--- config.mk ---
export PLATFORM = sky130hd
export DESIGN_NAME = mppc_gate_counter
export DESIGN_NICKNAME = d
export VERILOG_FILES = /design/src/rtl/mppc_gate_counter.sv
export SDC_FILE = /design/constraint.sdc
export NUM_CORES = 1
export LEC_CHECK = 0
export BUFFER_PORTS_ARGS = -buffer_cell sky130_fd_sc_hd__buf_2
export CORE_MARGIN = 2
export CORE_UTILIZATION = 30
export DETAILED_ROUTE_END_ITERATION = 16
export PLACE_DENSITY = 0.55
export SLEW_MARGIN = 10
export SYNTH_ARGS = -nofsm -noshare
export SYNTH_HDL_FRONTEND = slang
export SYNTH_SLANG_ARGS = --single-unit
--- constraint.sdc ---
create_clock -name clk -period 2.5 [get_ports clk]
set_clock_uncertainty 0.2 [all_clocks]
set_input_delay 0.375 -clock clk [delete_from_list [all_inputs] [get_ports clk]]
set_output_delay 0.375 -clock clk [all_outputs]
set_load 0.02 [all_outputs]
--- src/rtl/mppc_gate_counter.sv ---
// Gated dark-count counter: counts synchronized rising edges of the MPPC
// discriminator over a fixed gate, then streams a byte frame to a UART TX stage.
module mppc_gate_counter #(
  parameter int GATE_CYCLES = 100_000_000,
  parameter int COUNT_WIDTH = 32
) (
  input  logic       clk,
  input  logic       rst_button,
  input  logic       start,
  input  logic       pulse_in,
  output logic [7:0] tx_data,
  output logic       tx_valid,
  input  logic       tx_ready,
  output logic       busy,
  output logic       overflow,
  output logic [1:0] dbg_state
);

  localparam int          NB         = COUNT_WIDTH / 8;
  localparam int          LAST_IDX   = NB + 1;
  localparam logic [31:0] TIMER_LOAD = 32'(GATE_CYCLES - 1);

  typedef enum logic [1:0] {
    S_IDLE = 2'd0,
    S_GATE = 2'd1,
    S_SEND = 2'd2
  } state_t;

  state_t                 state_q;
  logic [COUNT_WIDTH-1:0] count_q;
  logic [31:0]            timer_q;
  logic [2:0]             idx_q;
  logic                   ovf_q;
  logic [7:0]             tx_data_q;
  logic                   tx_valid_q;
  logic                   busy_q;
  logic                   sync1_q, sync2_q, sync3_q;
  logic                   pulse_edge;
  logic [2:0]             next_idx;

  always_ff @(posedge clk or negedge rst_button) begin
    if (!rst_button) begin
      sync1_q <= 1'b0;
      sync2_q <= 1'b0;
      sync3_q <= 1'b0;
    end else begin
      sync1_q <= pulse_in;
      sync2_q <= sync1_q;
      sync3_q <= sync2_q;
    end
  end

  assign pulse_edge = sync2_q & ~sync3_q;
  assign next_idx   = idx_q + 3'd1;

  // Frame order: header, counter bytes MSB first, then status.
  function automatic logic [7:0] frame_byte(input logic [2:0] idx,
                                            input logic [COUNT_WIDTH-1:0] cnt,
                                            input logic ovf);
    logic [7:0] b;
    b = 8'h00;
    if (idx == 3'd0) begin
      b = 8'hA5;
    end else if (idx == 3'(LAST_IDX)) begin
      b = {7'b0, ovf};
    end else begin
      for (int j = 1; j <= NB; j++) begin
        if (idx == 3'(j)) b = cnt[(NB - j)*8 +: 8];
      end
    end
    return b;
  endfunction

  // Handshake: in SEND tx_valid stays high and tx_data stays stable until a
  // rising edge sees tx_valid && tx_ready; only that transfer advances idx_q.
  always_ff @(posedge clk or negedge rst_button) begin
    if (!rst_button) begin
      state_q    <= S_IDLE;
      count_q    <= '0;
      timer_q    <= '0;
      idx_q      <= '0;
      ovf_q      <= 1'b0;
      tx_data_q  <= 8'h00;
      tx_valid_q <= 1'b0;
      busy_q     <= 1'b0;
    end else begin
      case (state_q)
        S_IDLE: begin
          if (start) begin
            count_q <= '0;
            ovf_q   <= 1'b0;
            timer_q <= TIMER_LOAD;
            busy_q  <= 1'b1;
            state_q <= S_GATE;
          end
        end
        S_GATE: begin
          if (pulse_edge) begin
            if (&count_q) ovf_q <= 1'b1;
            else          count_q <= count_q + COUNT_WIDTH'(1);
          end
          if (timer_q == 32'd0) begin
            idx_q      <= 3'd0;
            tx_data_q  <= 8'hA5;
            tx_valid_q <= 1'b1;
            state_q    <= S_SEND;
          end else begin
            timer_q <= timer_q - 32'd1;
          end
        end
        S_SEND: begin
          if (tx_ready) begin
            if (idx_q == 3'(LAST_IDX)) begin
              tx_valid_q <= 1'b0;
              tx_data_q  <= 8'h00;
              busy_q     <= 1'b0;
              state_q    <= S_IDLE;
            end else begin
              idx_q     <= next_idx;
              tx_data_q <= frame_byte(next_idx, count_q, ovf_q);
            end
          end
        end
        default: begin
          tx_valid_q <= 1'b0;
          busy_q     <= 1'b0;
          state_q    <= S_IDLE;
        end
      endcase
    end
  end

  assign tx_data   = tx_data_q;
  assign tx_valid  = tx_valid_q;
  assign busy      = busy_q;
  assign overflow  = ovf_q;
  assign dbg_state = state_q;

endmodule

==> After elaboration in Yosys (flattened, before gate mapping) <==
Index checks and enable logic that the tools add are counted.
{ "word_totals": {"regBits": 83, "in_bits": 5, "wordCells": 85, "out_inout_bits": 13} }
{ "op_classes": {"n_bitwise": 4, "n_reduce_logical": 14, "addsub": 3, "eq_ne": 17, "mux": 36} }
{ "ops": {"columns": ["cell", "count"], "rows": [
  ["2-to-1 mux 32 bit", 5],
  ["case mux 32 bit (2 select lines)", 2],
  ["2-to-1 mux 8 bit", 9],
  ["adder 32 x 1 -> 32 bit (second input constant)", 1],
  ["zero test 32 bit", 1],
  ["AND reduction 32 bit", 1],
  ["subtractor 32 x 1 -> 32 bit (second input constant)", 1],
  ["AND reduction 4 bit", 6],
  ["inequality test 2 bit (second input constant)", 9],
  ["case mux 8 bit (2 select lines)", 1],
  ["equality test 3 bit (second input constant)", 3],
  ["2-to-1 mux 3 bit", 3],
  ["2-to-1 mux 2 bit", 4],
  ["2-to-1 mux 1 bit", 7],
  ["equality test 3 x 2 -> 1 bit (second input constant)", 2],
  ["case mux 1 bit (3 select lines)", 2],
  ["case mux 2 bit (3 select lines)", 1],
  ["case mux 3 bit (2 select lines)", 1],
  ["AND reduction 3 bit", 2],
  ["nonzero test 2 bit", 2],
  ["adder 3 x 1 -> 3 bit (second input constant)", 1],
  ["equality test 3 x 1 -> 1 bit (second input constant)", 1],
  ["zero test 3 bit", 1],
  ["NOT 1 bit", 3],
  ["5 further kinds", 5]
]} }

==> Longest topological paths before layout <==
{ "depth": {"word_depth": 11, "ltp_mapped": 9, "ltp_nobuf": 7} }

==> Worst setup path before layout <==
Ideal clock, no wire load.
{ "synth_timing": {"path_type": "reg-to-reg", "startpoint": "register timer_q[17]", "endpoint": "register timer_q[20]", "setup_ns": 0.132, "path_stages_with_launch": 8, "setup_slack_ns": -0.135, "arrival_ns": 2.303, "path_cell_list": "dfrtp_1 > or4_1 > buf_2 > or4_1 > buf_2 > o211ai_2 > nor3_1 > or3b_1"} }
{ "synth_between": {"elab_chain_cells": 3, "elab_cells_between_ends": 6, "cone_classes": "1 x add/sub; 1 x eq/ne; 2 x mux; 2 x reduce/logical"} }
{ "synth_lines": {"columns": ["element", "line_no", "text"], "rows": [
  ["start, declared", "31", "logic [31:0] timer_q;"],
  ["start signal, assigned", "108", "timer_q <= timer_q - 32'd1;"],
  ["subtractor 32 x 1 -> 32 bit / zero test 32 bit (equally long branches)", "108, 102", null],
  ["2-to-1 mux 32 bit / inequality test 2 bit (equally long branches)", null, null],
  ["case mux 32 bit (2 select lines) / AND reduction 3 bit (equally long branches)", null, null]
]} }
Several ways; a longest one is shown, not always the timed one. The select of a mux whose other input is x is not followed.
A chain may end at the register's enable or synchronous reset.

==> Worst setup path in the final report <==
{ "layout_timing": {"startpoint": "register timer_q[23]", "endpoint": "register timer_q[20]"} }
{ "layout_between": {"elab_chain_cells": 3} }
{ "layout_lines": {"columns": ["element", "line_no", "text"], "rows": [
  ["zero test 32 bit", "102", "if (timer_q == 32'd0) begin"],
  ["inequality test 2 bit (no line)", null, null],
  ["AND reduction 3 bit (no line)", null, null]
]} }
Every way passes these cells.

==> metrics.cfg <==
[route]
drtIter0Drc=235
antenna_left=0
vias_per_cell=5.42
drc_errors=0
dr.pass1.iters=4
wl_um=12800
route.vias.total=4293
wire_per_inst_um=16.1

[timing]
rsz0062_at_grt=yes
setup_viol=0
hold_viol_final=0
max-slew-margin-rel_pct=54.3
holdWs_ps=177
fmax_mhz=402
min_period_ps=2490
fin_tns_setup_ps=0
final-max-slew-violation-count=0
worstMarginPinSlew_ps=682
setup_slack_ps=13.0
final.period_utilization_pct=99.5

[yosys]
syn-instance-count=515
synth_seq_cells=83
synth_edf_count=0
synthTopCellsByArea=dfrtp_1 (44%), a21oi_1 (4.7%), nand2_1 (4.1%)
ys_seq_area_share_pct=44.2
synth_nets=528
synth.most_common_cell=dfrtp_1
synthTopCellsByCount=dfrtp_1 (83), nand2_1 (51), a21oi_1 (44)
syn_area_um2=4690
yosysWarnings=0
async_flop_share_pct=100
syn_area_per_cell_um2=9.12
synth_cell_types=59
netlist.area_leader.share_pct=44.2
synth_area_leader_cell=dfrtp_1
ys.flop_type=dfrtp_1

[power_and_ir_drop]
total_power_w=0.00343
vdd_drop_max_v=0.000345
leakagePower_nw=2.29
power_density_nw_per_um2=587

[clocking]
clk_path_buf_depth=2
clock_latency_ps=340
numCtsBuffers=9
cts_tree=yes
clock_sinks=83
htreeDepth=3
cts.clk_slew.worst_paths_ps=70
cts-root-buf=clkbuf_16

[setup_path]
critPathBufInv=0
end_kind=register
arrival_ps=2510
cp_max_fo=6
slowest_stage=or4_4
worstPathCellList=or4_4 -> or4_4 -> o211ai_4 -> nor3_2 -> or3b_1
start_kind=register
path_common_cell=or4_4
path_class=reg -> reg
path_delay_family=simple AND/OR/NAND/NOR gates
cp.required_ps=2520
slowest_delay_ps=590

[hold_path]
min_path_type=reg -> reg

[die]
dieArea_um2=16700
io_pins=18
dieHeight_um=129
start_util_pct=30.8
die_x_um=129
placementRows=45
core_area_um2=15300

[global_route]
antenna_found_initial=0
first_global_vias=4356
track_usage_pct=16.1
grt_pass1_wl_um=21700
grt_max_degree=36
overflow=0

[final_layout]
final_core_util_pct=38.3
fillers=1532
drive_above_1_share_pct=19.6
antenna-diode-count=0
synthToLayoutAreaGrowth_pct=24.5
final_net_count=589

[run_status]
status=finished, final reports clean

[place]
portBuffers=17
dp_slack_ps=-48.2
gp_congestion=0.865
hpwl_um=9400

[run]
drv_cap=0

## worst reg2reg max path: cells and delay by family, from the launching register on
kind / cells / cell delay, ps
DFF: 1 / 380
and+or+nand+nor: 4 / 1530
AOI/OAI and AO/OA: 1 / 250
## worst paths after layout
path	startpoint	to	slack, ps	cells past startpoint
max in group asynchronous	rst_button	timer_q[7]$_DFFE_PN0P_	1150	3
min in group asynchronous	rst_button	count_q[15]$_DFFE_PN0P_	350	2
max reg2reg	timer_q[23]$_DFFE_PN0P_	timer_q[20]$_DFFE_PN0P_	10	5
min reg2reg	sync2_q$_DFF_PN0_	sync3_q$_DFF_PN0_	180	0
min	sync2_q$_DFF_PN0_	sync3_q$_DFF_PN0_	180	0
max	timer_q[23]$_DFFE_PN0P_	timer_q[20]$_DFFE_PN0P_	10	5
## registers in the layout, indices dropped and copies added, names as in the netlist
register,flops
count_q,32
overflow,1
sync1_q,1
busy,1
tx_data,8
idx_q,3
tx_valid,1
sync2_q,1
sync3_q,1
dbg_state,2
timer_q,32
## power breakdown
| part | leakage [nW] | switching (W) | internal, W |
|---|---|---|---|
| clock network | 0.148 | 0.000568 | 0.000802 |
| registers | 1.02 | 0.000139 | 0.00144 |
| logic | 1.12 | 0.000274 | 0.000205 |
## through the flow
stage,cells,area [um2]
after floorplan,515,4730
after global placement,773,5440
after detailed placement,773,5440
after CTS,791,5780
after global routing,792,5840
final,792,5840
## cells in the final DEF (no fill, tap or decap), types with 4 or more instances in the layout
| cell type | n |
|---|---|
| dfrtp_1 | 82 |
| buf_4 | 52 |
| nand2_1 | 51 |
| a21oi_1 | 44 |
| o21ai_0 | 34 |
| nand3_1 | 27 |
| nor2_1 | 21 |
| or3_1 | 17 |
| or4_1 | 16 |
| nor3_1 | 16 |
| buf_2 | 16 |
| nand4_1 | 15 |
| o31ai_1 | 12 |
| mux2i_1 | 12 |
| nand2b_1 | 11 |
| inv_1 | 9 |
| clkbuf_16 | 9 |
| and3_1 | 8 |
| nor4_1 | 8 |
| ha_1 | 8 |
| o211ai_1 | 7 |
| a31oi_1 | 7 |
| and4_1 | 4 |
| or4_4 | 4 |
| o21ai_1 | 4 |
| and3b_1 | 4 |
| a22oi_1 | 4 |
| o2bb2ai_1 | 4 |
| o22a_1 | 4 |
| buf_12 | 4 |
## layout make-up
| cell class | count | area (um2) | area share [%] |
|---|---|---|---|
| inverter | 9 | 33.8 | 0.578 |
| clock buffer | 10 | 239 | 4.09 |
| timing repair buffer | 75 | 582 | 9.96 |
| sequential | 83 | 2080 | 35.6 |
| tap | 211 | 264 | 4.52 |
| clock inverter | 6 | 65.1 | 1.11 |
| multi-input combinational | 398 | 2580 | 44.2 |
## logic make-up after synthesis
| logic type | Yosys count | synth area share (%) |
|---|---|---|
| XOR/XNOR | 6 | 1.12 |
| AO/OA/AOI/OAI | 144 | 19.7 |
| adder cells (fa/ha/maj) | 8 | 2.13 |
| buffers and inverters | 34 | 2.96 |
| multiplexers | 12 | 2.56 |
| AND/OR/NAND/NOR | 228 | 27.3 |
| flip-flops | 83 | 44.2 |
## repair_timing
action	4_1_cts	5_1_grt
hold buffers	2	0
pin swaps	3	8
resized for setup	3	14
buffers inserted	0	1
endpoints found under the hold margin	34	0
setup endpoints to repair	13	30
## layer usage
metal | global-route usage [%] | wire length, um
met5 | 0 | 0
met1 | 21.8 | 5990
met4 | 4.28 | 173
met3 | 2.93 | 329
met2 | 26.6 | 6260
Note: power is estimated with default switching activity, not from simulation.
